==> src/rtl/logic_gate_pkg.sv <==
// Shared op codes, op type and sweep FSM encoding for the logic gate unit.
package logic_gate_pkg;

    typedef logic [2:0] op_t;

    localparam op_t OP_AND  = 3'd0;
    localparam op_t OP_OR   = 3'd1;
    localparam op_t OP_NAND = 3'd2;
    localparam op_t OP_NOR  = 3'd3;
    localparam op_t OP_XOR  = 3'd4;
    localparam op_t OP_XNOR = 3'd5;
    localparam op_t OP_NOT  = 3'd6;
    localparam op_t OP_BUF  = 3'd7;

    typedef enum logic [1:0] {
        SW_IDLE  = 2'd0,
        SW_DRAIN = 2'd1,
        SW_RUN   = 2'd2,
        SW_DONE  = 2'd3
    } sweep_state_t;

endpackage

==> src/rtl/logic_gate_unit_gate_reduce.sv <==
// Combinational N-operand bitwise reduction; selects one of eight gate functions per lane.
module gate_reduce
    import logic_gate_pkg::*;
#(
    parameter int WIDTH  = 8,
    parameter int NUM_IN = 2
) (
    input  logic [NUM_IN*WIDTH-1:0] operands,
    input  op_t                     op,
    output logic [WIDTH-1:0]        result
);

    logic [WIDTH-1:0] and_r;
    logic [WIDTH-1:0] or_r;
    logic [WIDTH-1:0] xor_r;
    logic [WIDTH-1:0] op0;

    assign op0 = operands[WIDTH-1:0];

    // With a single operand the three reductions all collapse to op0, which
    // gives the buffer/invert behaviour of the 2-input ops for free.
    always_comb begin
        and_r = '1;
        or_r  = '0;
        xor_r = '0;
        for (int i = 0; i < NUM_IN; i++) begin
            and_r = and_r & operands[i*WIDTH +: WIDTH];
            or_r  = or_r  | operands[i*WIDTH +: WIDTH];
            xor_r = xor_r ^ operands[i*WIDTH +: WIDTH];
        end
    end

    always_comb begin
        result = op0;
        case (op)
            OP_AND:  result = and_r;
            OP_OR:   result = or_r;
            OP_NAND: result = ~and_r;
            OP_NOR:  result = ~or_r;
            OP_XOR:  result = xor_r;
            OP_XNOR: result = ~xor_r;
            OP_NOT:  result = ~op0;
            OP_BUF:  result = op0;
            default: result = op0;
        endcase
    end

endmodule

==> src/rtl/logic_gate_unit.sv <==
// Registered N-input bitwise gate with valid/ready 2-stage pipeline and a
// truth-table sweep FSM that characterises one op over all input combinations.
module logic_gate_unit
    import logic_gate_pkg::*;
#(
    parameter int WIDTH  = 8,
    parameter int NUM_IN = 2
) (
    input  logic                    clk,
    input  logic                    rst_n,
    input  logic                    in_valid,
    output logic                    in_ready,
    input  logic [NUM_IN*WIDTH-1:0] in_data,
    input  op_t                     in_op,
    output logic                    out_valid,
    input  logic                    out_ready,
    output logic [WIDTH-1:0]        out_data,
    input  logic                    sweep_start,
    input  op_t                     sweep_op,
    output logic                    sweep_busy,
    output logic                    sweep_done,
    output logic [2**NUM_IN-1:0]    truth_table
);

    localparam int TT_W = 2**NUM_IN;

    logic                    rdy_en;
    logic                    vld_p1;
    logic                    vld_p2;
    logic [NUM_IN*WIDTH-1:0] data_p1;
    op_t                     op_p1;
    logic [WIDTH-1:0]        result_p1;
    logic [WIDTH-1:0]        data_p2;
    logic                    s1_ready;
    logic                    s2_ready;
    logic                    accept;

    sweep_state_t            state;
    sweep_state_t            state_nxt;
    op_t                     sweep_op_q;
    logic [NUM_IN-1:0]       cnt;
    logic                    sweep_res;
    logic [TT_W-1:0]         tt;

    assign s2_ready = !vld_p2 || out_ready;
    assign s1_ready = !vld_p1 || s2_ready;
    assign accept   = in_valid && in_ready;

    // rdy_en keeps in_ready low through reset and rises one edge after release.
    always_ff @(posedge clk or negedge rst_n) begin
        if (!rst_n) begin
            rdy_en <= 1'b0;
            vld_p1 <= 1'b0;
        end else begin
            rdy_en <= 1'b1;
            if (s1_ready)
                vld_p1 <= accept;
        end
    end

    // ---- stage 1: operand/op capture ----
    always_ff @(posedge clk) begin
        if (accept) begin
            data_p1 <= in_data;
            op_p1   <= in_op;
        end
    end

    gate_reduce #(
        .WIDTH  (WIDTH),
        .NUM_IN (NUM_IN)
    ) u_dp_gate (
        .operands (data_p1),
        .op       (op_p1),
        .result   (result_p1)
    );

    // ---- stage 2: result register ----
    always_ff @(posedge clk or negedge rst_n) begin
        if (!rst_n) begin
            vld_p2  <= 1'b0;
            data_p2 <= '0;
        end else if (s2_ready) begin
            vld_p2 <= vld_p1;
            if (vld_p1)
                data_p2 <= result_p1;
        end
    end

    // Sweep lane: operand i is the single bit cnt[i].
    gate_reduce #(
        .WIDTH  (1),
        .NUM_IN (NUM_IN)
    ) u_sweep_gate (
        .operands (cnt),
        .op       (sweep_op_q),
        .result   (sweep_res)
    );

    always_ff @(posedge clk or negedge rst_n) begin
        if (!rst_n)
            state <= SW_IDLE;
        else
            state <= state_nxt;
    end

    always_comb begin
        state_nxt = state;
        case (state)
            SW_IDLE:  if (sweep_start) state_nxt = SW_DRAIN;
            SW_DRAIN: if (!vld_p1 && !vld_p2) state_nxt = SW_RUN;
            SW_RUN:   if (cnt == {NUM_IN{1'b1}}) state_nxt = SW_DONE;
            SW_DONE:  state_nxt = SW_IDLE;
            default:  state_nxt = SW_IDLE;
        endcase
    end

    always_ff @(posedge clk) begin
        if (state == SW_IDLE && sweep_start)
            sweep_op_q <= sweep_op;
    end

    always_ff @(posedge clk or negedge rst_n) begin
        if (!rst_n) begin
            cnt <= '0;
            tt  <= '0;
        end else begin
            if (state == SW_IDLE && sweep_start)
                tt <= '0;
            if (state == SW_DRAIN)
                cnt <= '0;
            if (state == SW_RUN) begin
                tt[cnt] <= sweep_res;
                cnt     <= cnt + 1'b1;
            end
        end
    end

    always_comb begin
        in_ready    = rdy_en && s1_ready && (state == SW_IDLE);
        sweep_busy  = (state != SW_IDLE);
        sweep_done  = (state == SW_DONE);
        out_valid   = vld_p2;
        out_data    = data_p2;
        truth_table = tt;
    end

endmodule
==> config.mk <==
export PLATFORM = sky130hd
export DESIGN_NAME = logic_gate_unit
export DESIGN_NICKNAME = d
export VERILOG_FILES = /design/src/rtl/logic_gate_pkg.sv /design/src/rtl/logic_gate_unit_gate_reduce.sv /design/src/rtl/logic_gate_unit.sv
export SDC_FILE = /design/constraint.sdc
export NUM_CORES = 1
export LEC_CHECK = 0
export ABC_AREA = 0
export BUFFER_PORTS_ARGS = -buffer_cell sky130_fd_sc_hd__buf_4
export CAP_MARGIN = 15
export CORE_MARGIN = 1.5
export CORE_UTILIZATION = 40
export CTS_CLUSTER_DIAMETER = 200
export DETAILED_ROUTE_END_ITERATION = 8
export GPL_TIMING_DRIVEN = 0
export SYNTH_ARGS = -nofsm -noshare
export SYNTH_HDL_FRONTEND = slang
export SYNTH_SLANG_ARGS = --single-unit
==> constraint.sdc <==
create_clock -name clk -period 2.7 [get_ports clk]
set_input_delay 0.27 -clock clk [delete_from_list [all_inputs] [get_ports clk]]
set_output_delay 0.27 -clock clk [all_outputs]
set_load 0.01 [all_outputs]
# After elaboration in Yosys (flattened, before gate mapping)
# Index checks and enable logic that the tools add are counted.
dict set report totals {
  ff_bits 41
  in_bits 27
  out_inout_bits 16
}
dict set report op_classes {
  addsub 1
  n_lt_le_gt_ge 2
  n_eq_ne 21
  mux 13
  bitwise_logic 14
  reduce_logical 17
}
# operator n
set op_table {}
lappend op_table {{$pmux 8 s8} 1}
lappend op_table {{$not 8->8} 4}
lappend op_table {{$eq 3x3->1 const B} 8}
lappend op_table {{$eq 3x2->1 const B} 4}
lappend op_table {{$mux 2} 5}
lappend op_table {{$and 8x8->8} 1}
lappend op_table {{$mux 4} 2}
lappend op_table {{$or 8x8->8} 1}
lappend op_table {{$pmux 1 s8} 1}
lappend op_table {{$pmux 2 s4} 1}
lappend op_table {{$xor 8x8->8} 1}
lappend op_table {{$eq 2x2->1 const B} 3}
lappend op_table {{$eq 3x1->1 const B} 2}
lappend op_table {{$logic_and 1x1->1} 6}
lappend op_table {{$logic_not 3->1} 2}
lappend op_table {{$ne 2x2->1 const B} 3}
lappend op_table {{$bwmux 4} 1}
lappend op_table {{$not 1->1} 4}
lappend op_table {{$reduce_bool 2->1} 2}
lappend op_table {{$lt 2x3->1 const B} 1}
lappend op_table {{$reduce_and 3->1} 1}
lappend op_table {{$add 2x1->2 const B} 1}
lappend op_table {{$demux 1 s2} 1}
lappend op_table {{$eq 2x1->1 const B} 1}
lappend op_table {{9 further kinds} 11}

# Logic depth before layout (Yosys ltp)
dict set report depth {
  word_depth 6
  depth_mapped 7
  ltp_nobuf 7
}

# By module
# A second synthesis with hierarchy kept.
dict set report unflattened {
  cells_unflattened 216
  area_unflattened_um2 2476.1
}
# module n_inst cells_each area_per_inst_um2 seq_area_each_um2
set modules_own_cells {}
lappend modules_own_cells {logic_gate_unit 1 91 1556.5 1136.1}
lappend modules_own_cells {{gate_reduce (u_dp_gate)} 1 109 804.5 0.0}
lappend modules_own_cells {{gate_reduce (u_sweep_gate)} 1 16 115.1 0.0}

# Least setup slack after synthesis
# No wires, ideal clock.
dict set report synth_path {
  kind {register to register}
  start {reg state[0]}
  end {reg data_p1[0] (enable)}
  setup_time_ns 0.378
  arrival_time_ns 1.537
  slack_ns 0.785
  stages_incl_launch_ff 6
  n_path_buf 0
  synth_period_minus_slack_ns 1.915
  path_cell_list {dfrtp_1 > inv_1 > ha_1 > nand2_1 > a21oi_1 > and2_1}
}
dict set report synth_via {
  elab_chain_cells 3
}
# item line_no
set synth_rtl {}
lappend synth_rtl {{from (decl)} logic_gate_unit.sv:38} ;# sweep_state_t state;
lappend synth_rtl {{from (signal assigned)} logic_gate_unit.sv:104} ;# state <= state_nxt;
lappend synth_rtl {{$logic_not 2->1} logic_gate_unit.sv:140} ;# in_ready = rdy_en && s1_ready && (state == SW_IDLE);
lappend synth_rtl {{$logic_and 1x1->1} logic_gate_unit.sv:140}
lappend synth_rtl {{via in_ready} logic_gate_unit.sv:12} ;# output logic in_ready,
lappend synth_rtl {{$logic_and 1x1->1} logic_gate_unit.sv:47} ;# assign accept = in_valid && in_ready;
lappend synth_rtl {{via accept} logic_gate_unit.sv:36} ;# logic accept;
lappend synth_rtl {{to (signal assigned)} logic_gate_unit.sv:64} ;# data_p1 <= in_data;
lappend synth_rtl {{to (decl)} logic_gate_unit.sv:30} ;# logic [NUM_IN*WIDTH-1:0] data_p1;
# The timed path passes the listed nets, and every way through them passes these cells.
# A chain may end at the register's enable or synchronous reset.

# Worst setup path in the final report
dict set report layout_path {
  start {reg state[0]}
  end {reg data_p1[14] (enable)}
}
dict set report layout_via {
  elab_chain_cells 3
}
# item line_no
set layout_rtl {}
lappend layout_rtl {{$logic_not 2->1} logic_gate_unit.sv:140}
lappend layout_rtl {{$logic_and 1x1->1} logic_gate_unit.sv:140}
lappend layout_rtl {{$logic_and 1x1->1} logic_gate_unit.sv:47}
lappend layout_rtl {{via accept} logic_gate_unit.sv:36}
# The timed path passes the listed nets, and every way through them passes these cells.

==> results by group <==
Setup path
  – CP endpoint: data_p1[14]$_DFFE_PP_
  – Slowest CP cell: and2_1
  – R2R cell count: 5
  – Critical Path, Cell by Cell: inv_1, ha_1, nand2_1, a21oi_1, and2_1
  – FF-to-FF End: data_p1[14]$_DFFE_PP_
  – Crit Reg-Reg Startpoint: state[0]$_DFFE_PN0P_
  – Crit start category: flop
  – Slowest cell delay on critical path: 0.72 ns
  – Req. time, crit path: 2.62 ns
  – R2R setup slack: 0.64 ns
  – Crit path kind: flop to flop
  – CP startpoint: state[0]$_DFFE_PN0P_
  – Crit path arrival time: 1.98 ns
  – Maximum fanout along the worst path: 20
  – Setup crit end kind: flop

Synth
  – Post-synthesis instance area: 2340 um2
  – Synth top area cells: edfxtp_1, dfrtp_1, ha_1
  – Synthesis Warnings: 0
  – Post-synthesis cell count: 230
  – Count of state elements after synthesis: 41
  – Synth unique cells: 35
  – Seq/Total Area, Yosys: 48.5%
  – Synth Net Count: 282
  – Synth top area share: 28.2%
  – Syn_area_per_cell: 10.2 um2
  – Yosys top cell by area: edfxtp_1

Clocking
  – Post-cts resize count: 0
  – H-Tree Depth: 2
  – Clk buf depth: 2
  – Clk sinks: 41
  – Clock latency on the worst-skew pair: 0.29 ns
  – CTS tree: built
  – Register clock-pin slew on the reported worst setup and hold paths: 0.08 ns
  – CTS root buffer: clkbuf_8
  – CTS Buf Count: 5

Place
  – GPL Wtd Cong: 0.792
  – DP Wirelength: 3.40 mm
  – Buffers on Ports: 42
  – Pre-CTS setup slack: 0.614 ns

Detailed routing
  – TritonRoute pass-1 iters: 4
  – Drt initial violations: 118
  – Drt total wl: 4.45 mm
  – Routed Antenna Nets: 0
  – Vias/cell: 4.97
  – DRC viols: 0
  – Wire per inst: 12.6 um
  – Via count: 1754

Power and ir drop
  – Clk pwr share: 21.0%
  – Seq pwr share: 42.8%
  – Comb pwr share: 36.2%
  – Sw frac: 33.2%
  – Overall Power: 0.00211 W
  – Leakage Power: 1.31 nW
  – P_int: 0.00141 W
  – Power per cell area: 738 nW/um2
  – Switching Power: 0.000701 W
  – Maximum vdd drop: 0.000337 V

Global route
  – Largest net degree at the start of global routing: 21
  – Global-route wire length before repair: 7.28 mm
  – Total GRT Usage: 15.0%
  – GRT Residual Overflow: 0
  – Initial antenna violation count: 0
  – Vias in the first global route: 1619

Finish
  – Final nets: 332
  – Fraction of layout cells with a size suffix above 1: 22.8%
  – Fin util: 51.3%
  – Ant diodes: 0
  – Area grow syn2layout: 22.0%
  – Fillcell total: 536

Worst hold path
  – HP Class: input pin to flop

Floorplanning
  – Die W: 79.6 um
  – Die ar.: 6330 um2
  – Starting Density: 42.1%
  – Die Ht: 79.6 um
  – FP Rows: 27
  – IO Pins: 43
  – Core area: 5570 um2

Timing
  – FMAX: 485 MHz
  – Final TNS setup: 0 ns
  – Final Skew: 0.00432 ns
  – Slew HR: 42.3%
  – Final hold viol count: 0
  – Min Tclk post-route: 2.06 ns
  – Period utilisation layout: 76.4%
  – Tightest Pin Transition: 0.865 ns
  – RSZ-0062 raised after global routing: no
  – Final WS setup: 0.638 ns
  – Slew Viols, Final: 0
  – Setup violators final: 0

Outcome
  – Outcome: complete, no violations

Flow run
  – # Max-Cap Violations: 0
## metal layers
layer	share of wire, %	track usage (%)	vias to the layer above
met5	0	0	-
met1	46	17.3	809
li1	-	-	901
met2	49	26.0	40
met3	4.2	3.77	4
met4	0.83	6.84	0
## synthesized netlist by cell type, drive strengths merged
master / n
ha: 25
or3: 1
dfrtp: 19
o22ai: 2
inv: 23
xnor2: 4
o31ai: 2
nor2b: 1
a21o: 2
nor3: 1
a22oi: 7
nand2: 21
o221ai: 1
clkbuf: 4
mux2: 1
o21ai: 22
a211oi: 1
conb: 1
or2: 1
nor2: 21
o21a: 2
and2: 1
nand3: 6
edfxtp: 22
buf: 7
o211ai: 10
a22o: 5
mux2i: 1
a21oi: 13
nand2b: 3
## worst min-delay path by stage
stage	start	endpoint	slack, ns	cells after the start
4_1_cts	in_data[15]	data_p1[15]$_DFFE_PP_	0.14	1
6_report	in_data[15]	data_p1[15]$_DFFE_PP_	0.15	1
3_3_place_gp	rst_n	state[0]$_DFFE_PN0P_	0.16	1
3_5_place_dp	rst_n	state[0]$_DFFE_PN0P_	0.17	1
2_1_floorplan	rst_n	cnt[0]$_DFFE_PN0P_	-0.03	0
5_1_grt	in_op[0]	op_p1[0]$_DFFE_PP_	0.13	1
## state kept, by name, summed over array words and instances, names as in the netlist
| register | flops |
|---|---|
| rdy_en | 1 |
| out_valid | 1 |
| out_data | 8 |
| vld_p1 | 1 |
| truth_table | 4 |
| sweep_op_q | 3 |
| state | 2 |
| data_p1 | 16 |
| op_p1 | 3 |
| cnt | 2 |
## repair_timing
action                     in CTS  in global routing
hold buffers                    1                  0
buffers inserted                0                  0
hold endpoints to repair       19                  0
setup endpoints to repair       0                  0
## placed cells by master (no fill, tap or decap), drive strengths merged, types with 2 or more instances in the layout
cell type,synthesis,routed
a21o,2,2
o211ai,10,10
nand3,6,6
a22oi,7,7
a21oi,13,13
o22ai,2,2
buf,7,49
xnor2,4,4
clkbuf,4,11
dfrtp,19,19
o31ai,2,2
o21a,2,2
nand2,21,21
inv,23,23
nand2b,3,3
edfxtp,22,22
ha,25,25
o21ai,22,22
nor2,21,21
a22o,5,5
## stage by stage
stage / cell area [um2] / cells / hold slack [ns]
after global routing: 2860 / 353 / 0.132
after floorplan: 2340 / 230 / -0.0256
final: 2860 / 353 / 0.151
after global placement: 2750 / 344 / 0.160
after CTS: 2860 / 353 / 0.140
after detailed placement: 2750 / 344 / 0.168
## cell type report
class / instances / area (um2) / area share, %
Sequential cell: 41 / 1140 / 39.7
Multi-Input combinational cell: 155 / 1050 / 36.7
Timing Repair Buffer: 43 / 325 / 11.4
Clock buffer: 7 / 97.6 / 3.41
Tap cell: 72 / 90.1 / 3.15
Inverter: 23 / 86.3 / 3.02
Buffer: 11 / 72.6 / 2.54
Clock inverter: 1 / 3.75 / 0.131
## kinds of logic after synthesis
kind of cell,share of synthesized area [%]
other cells,0.160
simple gates,10.9
compound gates,17.9
buf+inv,6.78
flops,48.5
mux,0.907
xor+xnor,1.49
fa+ha+maj,13.3
## power by group through the flow
stage / clock network, W / registers (W) / logic (W)
after global placement: 0 / 0.000916 / 0.000756
after global routing: 0.000485 / 0.000922 / 0.000866
final: 0.000443 / 0.000904 / 0.000765
after CTS: 0.000461 / 0.000908 / 0.000773
after floorplan: 0 / 0.000934 / 0.000455
after detailed placement: 0 / 0.000920 / 0.000772
## critical path, delay by kind of cell (launching register included)
kind,cells,cell delay [ns]
buf+inv,1,0.13
flops,1,0.40
simple gates,2,0.79
compound gates,1,0.15
fa+ha+maj,1,0.21
No activity file was read; power rests on OpenSTA's default activity.
